`src/rtl/user_access_arbiter.sv`:
```
// user_access_arbiter
// Round-robin owner selection for the shared station resource. Up to four
// users request access; one owner at a time holds the grant for a bounded
// number of cycles, and a one-cycle gap separates consecutive owners.
// All outputs come straight from registers.
module user_access_arbiter #(
    parameter int MAX_HOLD = 16,
    parameter int CNT_W    = 5
) (
    input  logic             CLK,
    input  logic             RST,
    input  logic [3:0]       REQ,
    input  logic             REL,
    output logic [3:0]       GRANT,
    output logic [1:0]       OWNER,
    output logic             BUSY,
    output logic             TIMEOUT,
    output logic [CNT_W-1:0] HOLD_CNT
);

    localparam logic [1:0] S_IDLE    = 2'd0;
    localparam logic [1:0] S_GRANTED = 2'd1;
    localparam logic [1:0] S_GAP     = 2'd2;

    // Last legal value of the hold counter; reaching it forces a release.
    localparam logic [CNT_W-1:0] HOLD_LAST = CNT_W'(MAX_HOLD - 1);

    logic [1:0] state;
    logic [1:0] ptr;

    logic       found;
    logic [1:0] sel;
    logic [1:0] idx;
    logic       leave;
    logic       forced;

    // Rotating-priority scan: first requester at or after the pointer wins.
    always_comb begin
        found = 1'b0;
        sel   = ptr;
        idx   = ptr;
        for (int k = 0; k < 4; k++) begin
            idx = ptr + 2'(k);
            if (!found && REQ[idx]) begin
                found = 1'b1;
                sel   = idx;
            end
        end
    end

    // Exit conditions while granted; a release that coincides with the hold
    // limit is treated as voluntary, so only an unreleased, still-requesting
    // owner at the limit is reported as a timeout.
    always_comb begin
        leave  = REL || !REQ[OWNER] || (HOLD_CNT == HOLD_LAST);
        forced = !REL && REQ[OWNER] && (HOLD_CNT == HOLD_LAST);
    end

    // State, pointer and registered outputs.
    always_ff @(posedge CLK) begin
        if (RST) begin
            state    <= S_IDLE;
            ptr      <= 2'd0;
            GRANT    <= 4'b0000;
            OWNER    <= 2'd0;
            BUSY     <= 1'b0;
            TIMEOUT  <= 1'b0;
            HOLD_CNT <= '0;
        end else begin
            case (state)
                S_IDLE: begin
                    TIMEOUT <= 1'b0;
                    if (found) begin
                        state    <= S_GRANTED;
                        GRANT    <= 4'b0001 << sel;
                        OWNER    <= sel;
                        BUSY     <= 1'b1;
                        HOLD_CNT <= '0;
                    end
                end
                S_GRANTED: begin
                    if (leave) begin
                        state    <= S_GAP;
                        ptr      <= OWNER + 2'd1;
                        GRANT    <= 4'b0000;
                        OWNER    <= 2'd0;
                        BUSY     <= 1'b0;
                        HOLD_CNT <= '0;
                        TIMEOUT  <= forced;
                    end else begin
                        HOLD_CNT <= HOLD_CNT + 1'b1;
                    end
                end
                S_GAP: begin
                    state   <= S_IDLE;
                    TIMEOUT <= 1'b0;
                end
                default: begin
                    state    <= S_IDLE;
                    GRANT    <= 4'b0000;
                    OWNER    <= 2'd0;
                    BUSY     <= 1'b0;
                    TIMEOUT  <= 1'b0;
                    HOLD_CNT <= '0;
                end
            endcase
        end
    end

endmodule

```
`config.mk`:
```
export PLATFORM = sky130hd
export DESIGN_NAME = user_access_arbiter
export DESIGN_NICKNAME = d
export VERILOG_FILES = /design/src/rtl/user_access_arbiter.sv
export SDC_FILE = /design/constraint.sdc
export NUM_CORES = 1
export LEC_CHECK = 0
export BUFFER_PORTS_ARGS = -buffer_cell sky130_fd_sc_hd__buf_4
export CAP_MARGIN = 25
export CORE_MARGIN = 8
export CORE_UTILIZATION = 30
export CTS_BUF_LIST = sky130_fd_sc_hd__clkbuf_4 sky130_fd_sc_hd__clkbuf_8
export DETAILED_ROUTE_END_ITERATION = 7
export GPL_TIMING_DRIVEN = 0
export PLACE_DENSITY = 0.48
export SLEW_MARGIN = 10
export SYNTH_ARGS = -nofsm -noshare
export SYNTH_HDL_FRONTEND = slang
export SYNTH_SLANG_ARGS = --single-unit
```
`constraint.sdc`:
```
create_clock -name CLK -period 2.3 [get_ports CLK]
set_input_delay 0.575 -clock CLK [delete_from_list [all_inputs] [get_ports CLK]]
set_output_delay 0.575 -clock CLK [all_outputs]
set_load 0.02 [all_outputs]
```
==> results of run 1 <==
## path summary, 6_finish.rpt
check / start / cells past startpoint / endpoint
worst max-delay path: HOLD_CNT[0] / 6 / HOLD_CNT[3]
worst min-delay path: GRANT[1] / 1 / GRANT[1]
worst max register to register: HOLD_CNT[0] / 6 / HOLD_CNT[3]
worst min register to register: GRANT[1] / 1 / GRANT[1]
## routing by layer
layer | track usage (%) | up-vias | share of wire (%) | wire (um)
li1 | - | 370 | - | -
met1 | 10.2 | 333 | 45 | 859
met2 | 14.8 | 15 | 46 | 872
met3 | 3.72 | 5 | 6.8 | 128
met4 | 3.76 | 0 | 1.8 | 35
met5 | 0 | - | 0 | 0
## per-stage QoR
step | power (mW) | cell area [um2] | setup slack (ps)
floorplan | 0.437 | 840 | 502
global placement | 0.487 | 1010 | 255
detailed placement | 0.490 | 1010 | 257
CTS | 0.656 | 1040 | 418
global route | 0.685 | 1040 | 317
finish | 0.642 | 1040 | 435
## where the power goes
| part | switching (mW) | internal [mW] | total [mW] |
|---|---|---|---|
| sequential | 0.0214 | 0.316 | 0.338 |
| clock | 0.0963 | 0.0647 | 0.161 |
| combinational | 0.0767 | 0.0666 | 0.143 |
## cell usage after synthesis, types with 2 or more instances
cell and n:
nor4_1 2, a31oi_1 4, ha_1 2, mux2_4 2, dfxtp_1 17, a21oi_1 2, o2bb2ai_1 4, nor2_1 10
mux2_1 2, nand2_1 7, nand2b_1 2, nor2b_1 6, o21ai_0 3, o31ai_1 2, inv_1 3, and3_1 2
## area by class of cell
cell class | instances | area share [%]
Buffer | 1 | 0.481
Clock buffer | 3 | 2.16
Clock inverter | 1 | 0.481
Inverter | 4 | 1.44
Multi-Input combinational cell | 67 | 46.0
Sequential cell | 17 | 32.7
Tap cell | 31 | 3.73
Timing Repair Buffer | 18 | 13.0
## flip-flops by register name (all words and copies together), names as in the netlist
signal,flops
TIMEOUT,1
OWNER,2
BUSY,1
HOLD_CNT,5
GRANT,4
ptr,2
state,2
## kinds of logic (layout without fill, tap and decap cells)
kind of cell / Yosys count / after routing / synth area share, %
muxes: 4 / 4 / 6.26
xor gates and xnor gates: 1 / 1 / 1.04
and+or+nand+nor: 36 / 36 / 24.1
AOI/OAI and AO/OA: 24 / 24 / 22.7
DFF: 17 / 17 / 40.5
buffers and inverters: 5 / 27 / 2.38
adders and majority gates: 2 / 2 / 2.98
==> run summary, run 1 <==
## CTS
* done — CTS tree
* 110 ps — Clk pin slew, worst setup/hold paths
* 2 — maximum clock insertion buffer count
* 0 — post-cts resize count
* 17 — clk sinks
* 1 — deepest level of the CTS H-tree
* 0 — buffers inserted during post-CTS setup optimization
* 300 ps — worst-skew pair later-pin latency
* clkbuf_4 — clock tree root driver cell
* 3 — clock buffers created by TritonCTS
* 0 — Hold-fix buffers, CTS

## Worst setup path
* register — Critical Path End Type
* ha_1 > and3_1 > ha_1 > nor3_2 > a31oi_1 > a31oi_1 — cell breakdown of the critical path
* register — type of element launching the critical path
* 7 — largest fanout of any net on the critical path
* 450 ps — delay of the slowest cell on the worst path
* 440 ps — register-to-register setup slack
* register to register — critical path start-end classification
* 2530 ps — Worst EP required
* 2090 ps — WP data arrival
* 0 — worst path bufs/invs
* nor3_2 — slowest stage cell, crit path
* simple AND/OR/NAND/NOR gates — cell family with the largest share of critical-path delay

## Cells and area
* 0 — ant diodes
* 315 — total of fill cells in the finished design
* 121 — number of nets in the final layout
* 479 um2 — area used by multi-input combinational logic
* 24.0% — Layout area overhead
* 38.4% — Layout Utilization
* 142 — Final Non-Filler Cells
* 29.7% — layout cell share with drive strength beyond 1
* 340 um2 — Seq. cell area
* buf_4 (18), dfxtp_1 (17), nor2_1 (10), nand2_1 (7), nor2b_1 (6) — top library cells by usage in the layout, fill and taps aside
* buf_4 — commonest non-fill, non-tap cell in the layout

## Timing
* 1860 ps — time the worst path needs with I/O delays and setup
* 536 MHz — Fmax
* 0 — total of endpoints with negative setup slack in the final report
* 735 ps — Worst-Margin Slew
* 50.6% — Relative slew margins
* 81.1% — final critical-path share of the clock period
* 0 — total count of max-transition violations in the final report
* 10.2 ps — clk_skew
* 0 ps — total negative slack
* 479 ps — hold slack final
* no — RSZ-0062 raised after global routing
* 0 — number of hold-slack violations in the final timing report

## Power
* 617 nW/um2 — cell area power density
* 329 uV — peak supply drop
* 0.448 nW — Leak Pwr

## Die
* 2710 um2 — core area
* 31.0% — starting density of the core
* 68.9 um — die extent in y
* 20 — ports placed on the boundary
* 19 — standard-cell row count
* 68.9 um — die width
* 4750 um2 — die outline area

## Synthesis
* 0 — number of enable flip-flop cells after synthesis
* dfxtp_1 — most used flip-flop cell after synthesis
* 35 — number of library cell types mapped by synthesis
* 17 — count of state elements after synthesis
* 89 — instance count of the mapped netlist
* dfxtp_1 (41%), nor2_1 (4.5%), nor2b_1 (4.5%) — top post-synthesis cells by area
* 840 um2 — Mapped Area
* 0 — total number of yosys warnings
* 40.5% — top-area cell type share of the netlist area
* 40.5% — share of the yosys chip area belonging to registers
* dfxtp_1 — library cell with the largest summed area after synthesis
* 0% — share of synthesized registers carrying an async set or reset
* 9.43 um2 — syn_area_per_cell
* 98 — Synthesized Nets

## Global routing
* 722 — via count of the first global-routing pass
* 11 — pin count of the biggest net entering global routing
* 3240 um — wire length of the first global-routing pass
* 0 — antenna violations before repair
* 0 — GRT Residual Overflow
* 9.06% — global-route usage over all layers

## Run status
* completed — status

## Routing
* 13.3 um — average detailed-routed wire length per instance
* 5.09 — detail-routed via count per cell
* 0 — residual antenna-violating net count after detailed routing
* 0 — DRC errors left
* 51 — Initial DRC Count
* 723 — via count
* 1900 um — wirelength, routed
* 4 — Initial DRT Pass Iterations

## Hold path
* register to register — HP Class

## Place
* 1470 um — total half-perimeter wirelength after legalization and detailed placement
* 0.817 — Placer Congestion
* 138 — Placed Instances
* 18 — I/O Buffers

## Run
* 0 — max_cap viols

Power figures use the tool's default switching activity.
==> inputs of run 2 (changes only) <==
PLACE_DENSITY = 0.5   (was 0.48)
clock period = 1.7 ns   (was 2.3 ns; I/O delays follow)
==> run summary, run 2 (same netlist as run 1, synthesis figures left out) <==
## Cells and area
* 145 — Final Non-Filler Cells, +2.1%
* buf_4 (21), dfxtp_1 (13), nor2_1 (9), nand2_1 (7), nor2b_1 (5) — top library cells by usage in the layout, fill and taps aside
* 124 — number of nets in the final layout, +2.5%
* 5 — max reg flops, unchanged
* 40.4% — layout cell share with drive strength beyond 1, +11 points
* 33.4% — Layout area overhead
* 41.3% — Layout Utilization, +2.9 points
* 0 — ant diodes, unchanged
* HOLD_CNT: 5 flops, GRANT: 4 flops — largest registers in the final layout
* HOLD_CNT — register containing the most flip-flops in the final layout
* buf_4 — commonest non-fill, non-tap cell in the layout

## Die
* 68.9 um — die width, unchanged
* 20 — ports placed on the boundary, unchanged
* 2710 um2 — core area, unchanged
* 4750 um2 — die outline area, unchanged
* 31.0% — starting density of the core, unchanged
* 68.9 um — die extent in y, unchanged
* 19 — standard-cell row count, unchanged

## Worst setup path
* register to register — critical path start-end classification
* 1890 ps — Worst EP required, -640 ps
* OWNER[0] — startpoint of the lowest-slack register-to-register path
* 6 — largest fanout of any net on the critical path, -1
* 1870 ps — WP data arrival, -220 ps
* OWNER[0] — launching element of the worst setup path
* register — type of element launching the critical path
* register — Critical Path End Type

## Run
* 0 — max_cap viols, unchanged

## Timing
* 52.8% — Relative slew margins, +2.3 points
* 98.7% — final critical-path share of the clock period, +18 points
* 0 — total count of max-transition violations in the final report, unchanged
* 1680 ps — time the worst path needs with I/O delays and setup, -186 ps
* 0 — number of hold-slack violations in the final timing report, unchanged
* 596 MHz — Fmax, +11%
* yes — RSZ-0062 raised after global routing
* 0 — total of endpoints with negative setup slack in the final report, unchanged
* 706 ps — Worst-Margin Slew, -28.8 ps
* 6.20 ps — clk_skew, -4.04 ps

## CTS
* 3 — clock buffers created by TritonCTS, unchanged
* 0 — Hold-fix buffers, CTS, unchanged
* done — CTS tree
* 1 — deepest level of the CTS H-tree, unchanged
* 17 — clk sinks, unchanged
* 100 ps — Clk pin slew, worst setup/hold paths, about the same
* 2 — maximum clock insertion buffer count, unchanged
* 290 ps — worst-skew pair later-pin latency, about the same
* clkbuf_4 — clock tree root driver cell

## Routing
* 13.9 um — average detailed-routed wire length per instance, +4.4%
* 4 — Initial DRT Pass Iterations, unchanged
* 0 — DRC errors left, unchanged
* 745 — via count, +3.0%
* 2020 um — wirelength, routed, +6.6%
* 0 — residual antenna-violating net count after detailed routing, unchanged
* 33 — Initial DRC Count, -35%
* 5.14 — detail-routed via count per cell, +0.91%

## Power
* 0.462 nW — Leak Pwr, +3.3%
* 794 nW/um2 — cell area power density, +29%
* 483 uV — peak supply drop, +47%

## Global routing
* 0 — antenna violations before repair, unchanged
* 11 — pin count of the biggest net entering global routing, unchanged
* 3110 um — wire length of the first global-routing pass, -4.3%
* 0 — GRT Residual Overflow, unchanged
* 708 — via count of the first global-routing pass, -1.9%
* 8.59% — global-route usage over all layers, -0.47 points

## Run status
* completed — status

## Hold path
* register to register — HP Class
* GRANT[0] — source of the worst hold timing path

## Place
* 18 — I/O Buffers, unchanged
* 1500 um — total half-perimeter wirelength after legalization and detailed placement, +1.7%
* 138 — Placed Instances, unchanged
* 0.725 — Placer Congestion, -11%

==> run 2: changes by cell type in the layout (fill, tap and decap cells not counted), sizes merged <==
| cell | change |
|---|---|
| buf | +3 |
==> run 2: power breakdown <==
group | internal, mW | leakage, nW | total, mW | switching [mW]
sequential | 0.428 | 0.141 | 0.459 | 0.0307
combinational | 0.104 | 0.304 | 0.215 | 0.111
clock | 0.0874 | 0.0177 | 0.216 | 0.129
==> run 2: layout make-up <==
| class | count | area (um2) |
|---|---|---|
| fillers | 296 | 1590 |
| multi-input cells | 67 | 526 |
| flip-flops and latches | 17 | 350 |
| repair buffers | 21 | 158 |
| well taps | 31 | 38.8 |
| clock buffers | 3 | 22.5 |
| inverters | 4 | 15.0 |
| clock inverters | 1 | 5.00 |
| plain buffers | 1 | 5.00 |
==> run 2: layer usage <==
| layer | vias to the layer above | GRT usage, % | wire length [um] |
|---|---|---|---|
| li1 | 373 | - | - |
| met1 | 351 | 9.60 | 872 |
| met2 | 19 | 14.5 | 979 |
| met3 | 2 | 2.91 | 152 |
| met4 | 0 | 3.76 | 16 |
| met5 | - | 0 | 0 |
==> run 2: what timing repair did <==
item,4_1_cts,5_1_grt
resized for setup,4,10
setup endpoints to repair,12,8
cloned,0,0
pin swaps,3,2
buffers inserted,1,2
==> run 2: critical path, cell delays in order (launching register included) <==
cell     delay (ps)
dfxtp_4         410
mux2_4          320
a22oi_4         230
buf_4           150
or3_4           150
o21ai_4          80
a22o_1          250
==> run 2: path summary, 6_finish.rpt <==
check / end / slack, ps / cells past startpoint
setup / recovery: OWNER[1] / 20 / 6
hold / removal: GRANT[0] / 470 / 1
setup reg to reg: OWNER[1] / 20 / 6
hold reg to reg: GRANT[0] / 470 / 1
==> run 2: per-stage QoR <==
step | hold slack, ps | worst slack, ps | total power, mW | area, um2 | TNS, ps
2_1_floorplan | 498 | 12.7 | 0.593 | 843 | 0
3_3_place_gp | 451 | -209 | 0.659 | 1020 | -1440
3_5_place_dp | 448 | -197 | 0.664 | 1020 | -1380
4_1_cts | 475 | -2.58 | 0.890 | 1070 | -2.58
5_1_grt | 487 | -24.9 | 0.942 | 1120 | -40.7
6_report | 470 | 21.6 | 0.889 | 1120 | 0
==> inputs of run 3 (changes only) <==
ABC_AREA = 1   (was unset)
PLACE_DENSITY = 0.47   (was 0.5)
SLEW_MARGIN = unset   (was 10)
==> run summary, run 3 <==
## Timing
* 311 ps — Worst-Margin Slew, -395 ps
* 638 MHz — Fmax, +7.0%
* 1570 ps — time the worst path needs with I/O delays and setup, -110 ps
* 0 — total count of max-transition violations in the final report, unchanged
* 79.1% — Relative slew margins, +26 points
* 0 — number of hold-slack violations in the final timing report, unchanged
* 1.66 ps — clk_skew, -4.54 ps
* 0 — total of endpoints with negative setup slack in the final report, unchanged
* 92.3% — final critical-path share of the clock period, -6.5 points
* 386 ps — hold slack final, -83.8 ps

## Die
* 4030 um2 — core area, +49%
* 23 — standard-cell row count, +4
* 81.0 um — die width, +18%
* 31.4% — starting density of the core, +0.45 points
* 81.0 um — die extent in y, +18%
* 20 — ports placed on the boundary, unchanged
* 6560 um2 — die outline area, +38%

## Run
* 0 — max_cap viols, unchanged

## CTS
* 3 — clock buffers created by TritonCTS, unchanged
* done — CTS tree
* 60 ps — Clk pin slew, worst setup/hold paths, -40 ps
* clkbuf_8 — clock tree root driver cell
* 1 — deepest level of the CTS H-tree, unchanged
* 17 — clk sinks, unchanged
* 0 — Hold-fix buffers, CTS, unchanged
* 2 — maximum clock insertion buffer count, unchanged
* 250 ps — worst-skew pair later-pin latency, -40 ps

## Worst setup path
* register to register — critical path start-end classification
* OWNER[1] — capturing point of the worst reg2reg path
* 1760 ps — WP data arrival, -110 ps
* 9 — largest fanout of any net on the critical path, +3
* ptr[1] — startpoint of the lowest-slack register-to-register path
* dfxtp_1 — slowest stage cell, crit path
* register — type of element launching the critical path
* 1890 ps — Worst EP required, about the same
* 330 ps — delay of the slowest cell on the worst path, -80 ps
* 2 — worst path bufs/invs, +1
* buf_6 > inv_6 > nand2_1 > nand2_2 > nand2_2 > nand2_4 > nor2_4 > nand4_1 > nand3_4 > nand3_1 > nand2_1 — cell breakdown of the critical path
* simple AND/OR/NAND/NOR gates — cell family with the largest share of critical-path delay
* 130 ps — register-to-register setup slack, +110 ps
* register — Critical Path End Type
* 11 — reg2reg path depth, +5

## Routing
* 1278 — via count, +72%
* 3210 um — wirelength, routed, +59%
* 60 um — Met3 Wirelength, -61%
* 77 — Initial DRC Count, +130%
* met4 — uppermost layer routed
* 12.0 um — average detailed-routed wire length per instance, -14%
* 0 — residual antenna-violating net count after detailed routing, unchanged
* 1400 um — routed metal-1 wirelength, +60%
* 1720 um — total length of routed met2 wires, +75%
* 4.77 — detail-routed via count per cell, -7.2%
* 0 — DRC errors left, unchanged
* 4 — Initial DRT Pass Iterations, unchanged

## Synthesis
* 199 — Synthesized Nets, +100%
* 17 — count of state elements after synthesis, unchanged
* dfxtp_1 — library cell with the largest summed area after synthesis
* nand2_1 (66), nand3_1 (28), dfxtp_1 (17) — leading cell types by count after synthesis
* 0% — share of synthesized registers carrying an async set or reset, unchanged
* dfxtp_1 — most used flip-flop cell after synthesis
* 26 — number of library cell types mapped by synthesis, -26%
* nand2_1 — most frequent cell after synthesis
* 26.9% — share of the yosys chip area belonging to registers, -14 points
* 190 — instance count of the mapped netlist, +110%
* 0 — total number of yosys warnings, unchanged
* 0 — number of enable flip-flop cells after synthesis, unchanged
* 1270 um2 — Mapped Area, +51%
* dfxtp_1 (27%), nand2_1 (20%), nand3_1 (11%) — top post-synthesis cells by area
* 26.9% — top-area cell type share of the netlist area, -14 points
* 6.66 um2 — syn_area_per_cell, -29%

## Cells and area
* 268 — Final Non-Filler Cells, +85%
* 1600 um2 — fin area, +42%
* nand2_1 (61), nand3_1 (27), buf_4 (26), inv_1 (15), dfxtp_1 (14) — top library cells by usage in the layout, fill and taps aside
* 33.5% — layout cell share with drive strength beyond 1, -6.9 points
* HOLD_CNT: 5 flops, GRANT: 4 flops — largest registers in the final layout
* nand2_1 — commonest non-fill, non-tap cell in the layout
* HOLD_CNT — register containing the most flip-flops in the final layout
* 228 — number of nets in the final layout, +84%
* 0 — ant diodes, unchanged
* 26.0% — Layout area overhead
* 450 — total of fill cells in the finished design, +52%
* 5 — max reg flops, unchanged

## Global routing
* 1220 — via count of the first global-routing pass, +72%
* 0 — GRT Residual Overflow, unchanged
* 5390 um — wire length of the first global-routing pass, +74%
* 10.0% — global-route usage over all layers, +1.4 points
* 11 — pin count of the biggest net entering global routing, unchanged
* 0 — antenna violations before repair, unchanged

## Hold path
* primary input to register — HP Class
* HOLD_CNT[1] — end point of the most critical hold path
* RST — source of the worst hold timing path
* 2 — number of instances on the worst hold path, +1

## Place
* 2630 um — total half-perimeter wirelength after legalization and detailed placement, +75%
* 259 — Placed Instances, +88%
* 0.784 — Placer Congestion, +8.1%
* 1470 um2 — Placement Cell Area, +45%
* 19 — I/O Buffers, +1

## Run status
* completed — status

## Power
* 0.791 nW — Leak Pwr, +71%
* 1830 nW/um2 — cell area power density, +130%
* 612 uV — peak supply drop, +27%

run 3: changes by cell type after synthesis, moves of 6 or more:
| cell | change |
|---|---|
| nand2_1 | +59 |
| nand3_1 | +28 |
| inv_1 | +13 |
| nand2_2 | +8 |
| a21oi_1 | +6 |
| nand3_2 | +6 |
| nor2b_1 | -6 |
run 3: area by class of cell:
cell class	count	area [um2]	share of cell area, %
Sequential cell	17	344	21.6
Buffer	3	30.0	1.88
Tap cell	50	62.6	3.92
Inverter	22	87.6	5.49
Clock buffer	4	48.8	3.06
Timing Repair Buffer	25	188	11.8
Multi-Input combinational cell	147	835	52.3
run 3: logic make-up (layout without fill, tap and decap cells):
logic type	after synthesis	in the layout	share of synthesized area, %
compound gates	13	13	5.83
simple gates	130	130	54.5
xor+xnor	2	2	1.38
flops	17	17	26.9
buf+inv	26	54	9.39
fa+ha+maj	2	2	1.98
run 3: worst max-delay path by stage:
stage                startpoint     endpoint  slack (ps)  cells after the start
global placement    HOLD_CNT[0]  HOLD_CNT[4]          70                      8
finish                   ptr[1]     OWNER[1]         130                     11
floorplan           HOLD_CNT[0]       ptr[0]         140                      9
detailed placement  HOLD_CNT[0]       ptr[1]          60                      9
global route             ptr[1]     OWNER[1]         -20                     11
CTS                 HOLD_CNT[0]  HOLD_CNT[4]          40                      8
run 3: routing by layer:
metal | up-vias | track usage, %
li1 | 674 | -
met1 | 579 | 11.1
met2 | 21 | 19.1
met3 | 4 | 1.32
met4 | 0 | 3.21
met5 | - | 0
run 3: stage by stage:
stage	setup TNS, ps	power, mW	utilization [%]	setup slack, ps
detailed placement	0	2.46	36.5	62.2
CTS	0	2.77	37.7	44.7
global route	-112	3.18	39.6	-21.6
finish	0	2.92	39.6	132
global placement	0	2.41	36.5	68.0
floorplan	0	2.02	-	140
run 3: power breakdown:
group	switching (mW)	internal (mW)	leakage [nW]
registers	0.0944	0.512	0.140
clock network	0.127	0.182	0.0262
logic	1.30	0.706	0.625
total	1.52	1.40	0.791
run 3: worst register-to-register path: stages, from the launching register on:
cell and delay, ps:
dfxtp_1 330, buf_6 140, inv_6 60, nand2_1 80
nand2_2 80, nand2_2 80, nand2_4 90, nor2_4 180
nand4_1 170, nand3_4 150, nand3_1 80, nand2_1 70
run 3: repair_timing:
action	in CTS	in global routing
resized for setup	0	13
setup buffers	0	6
setup endpoints to repair	0	14
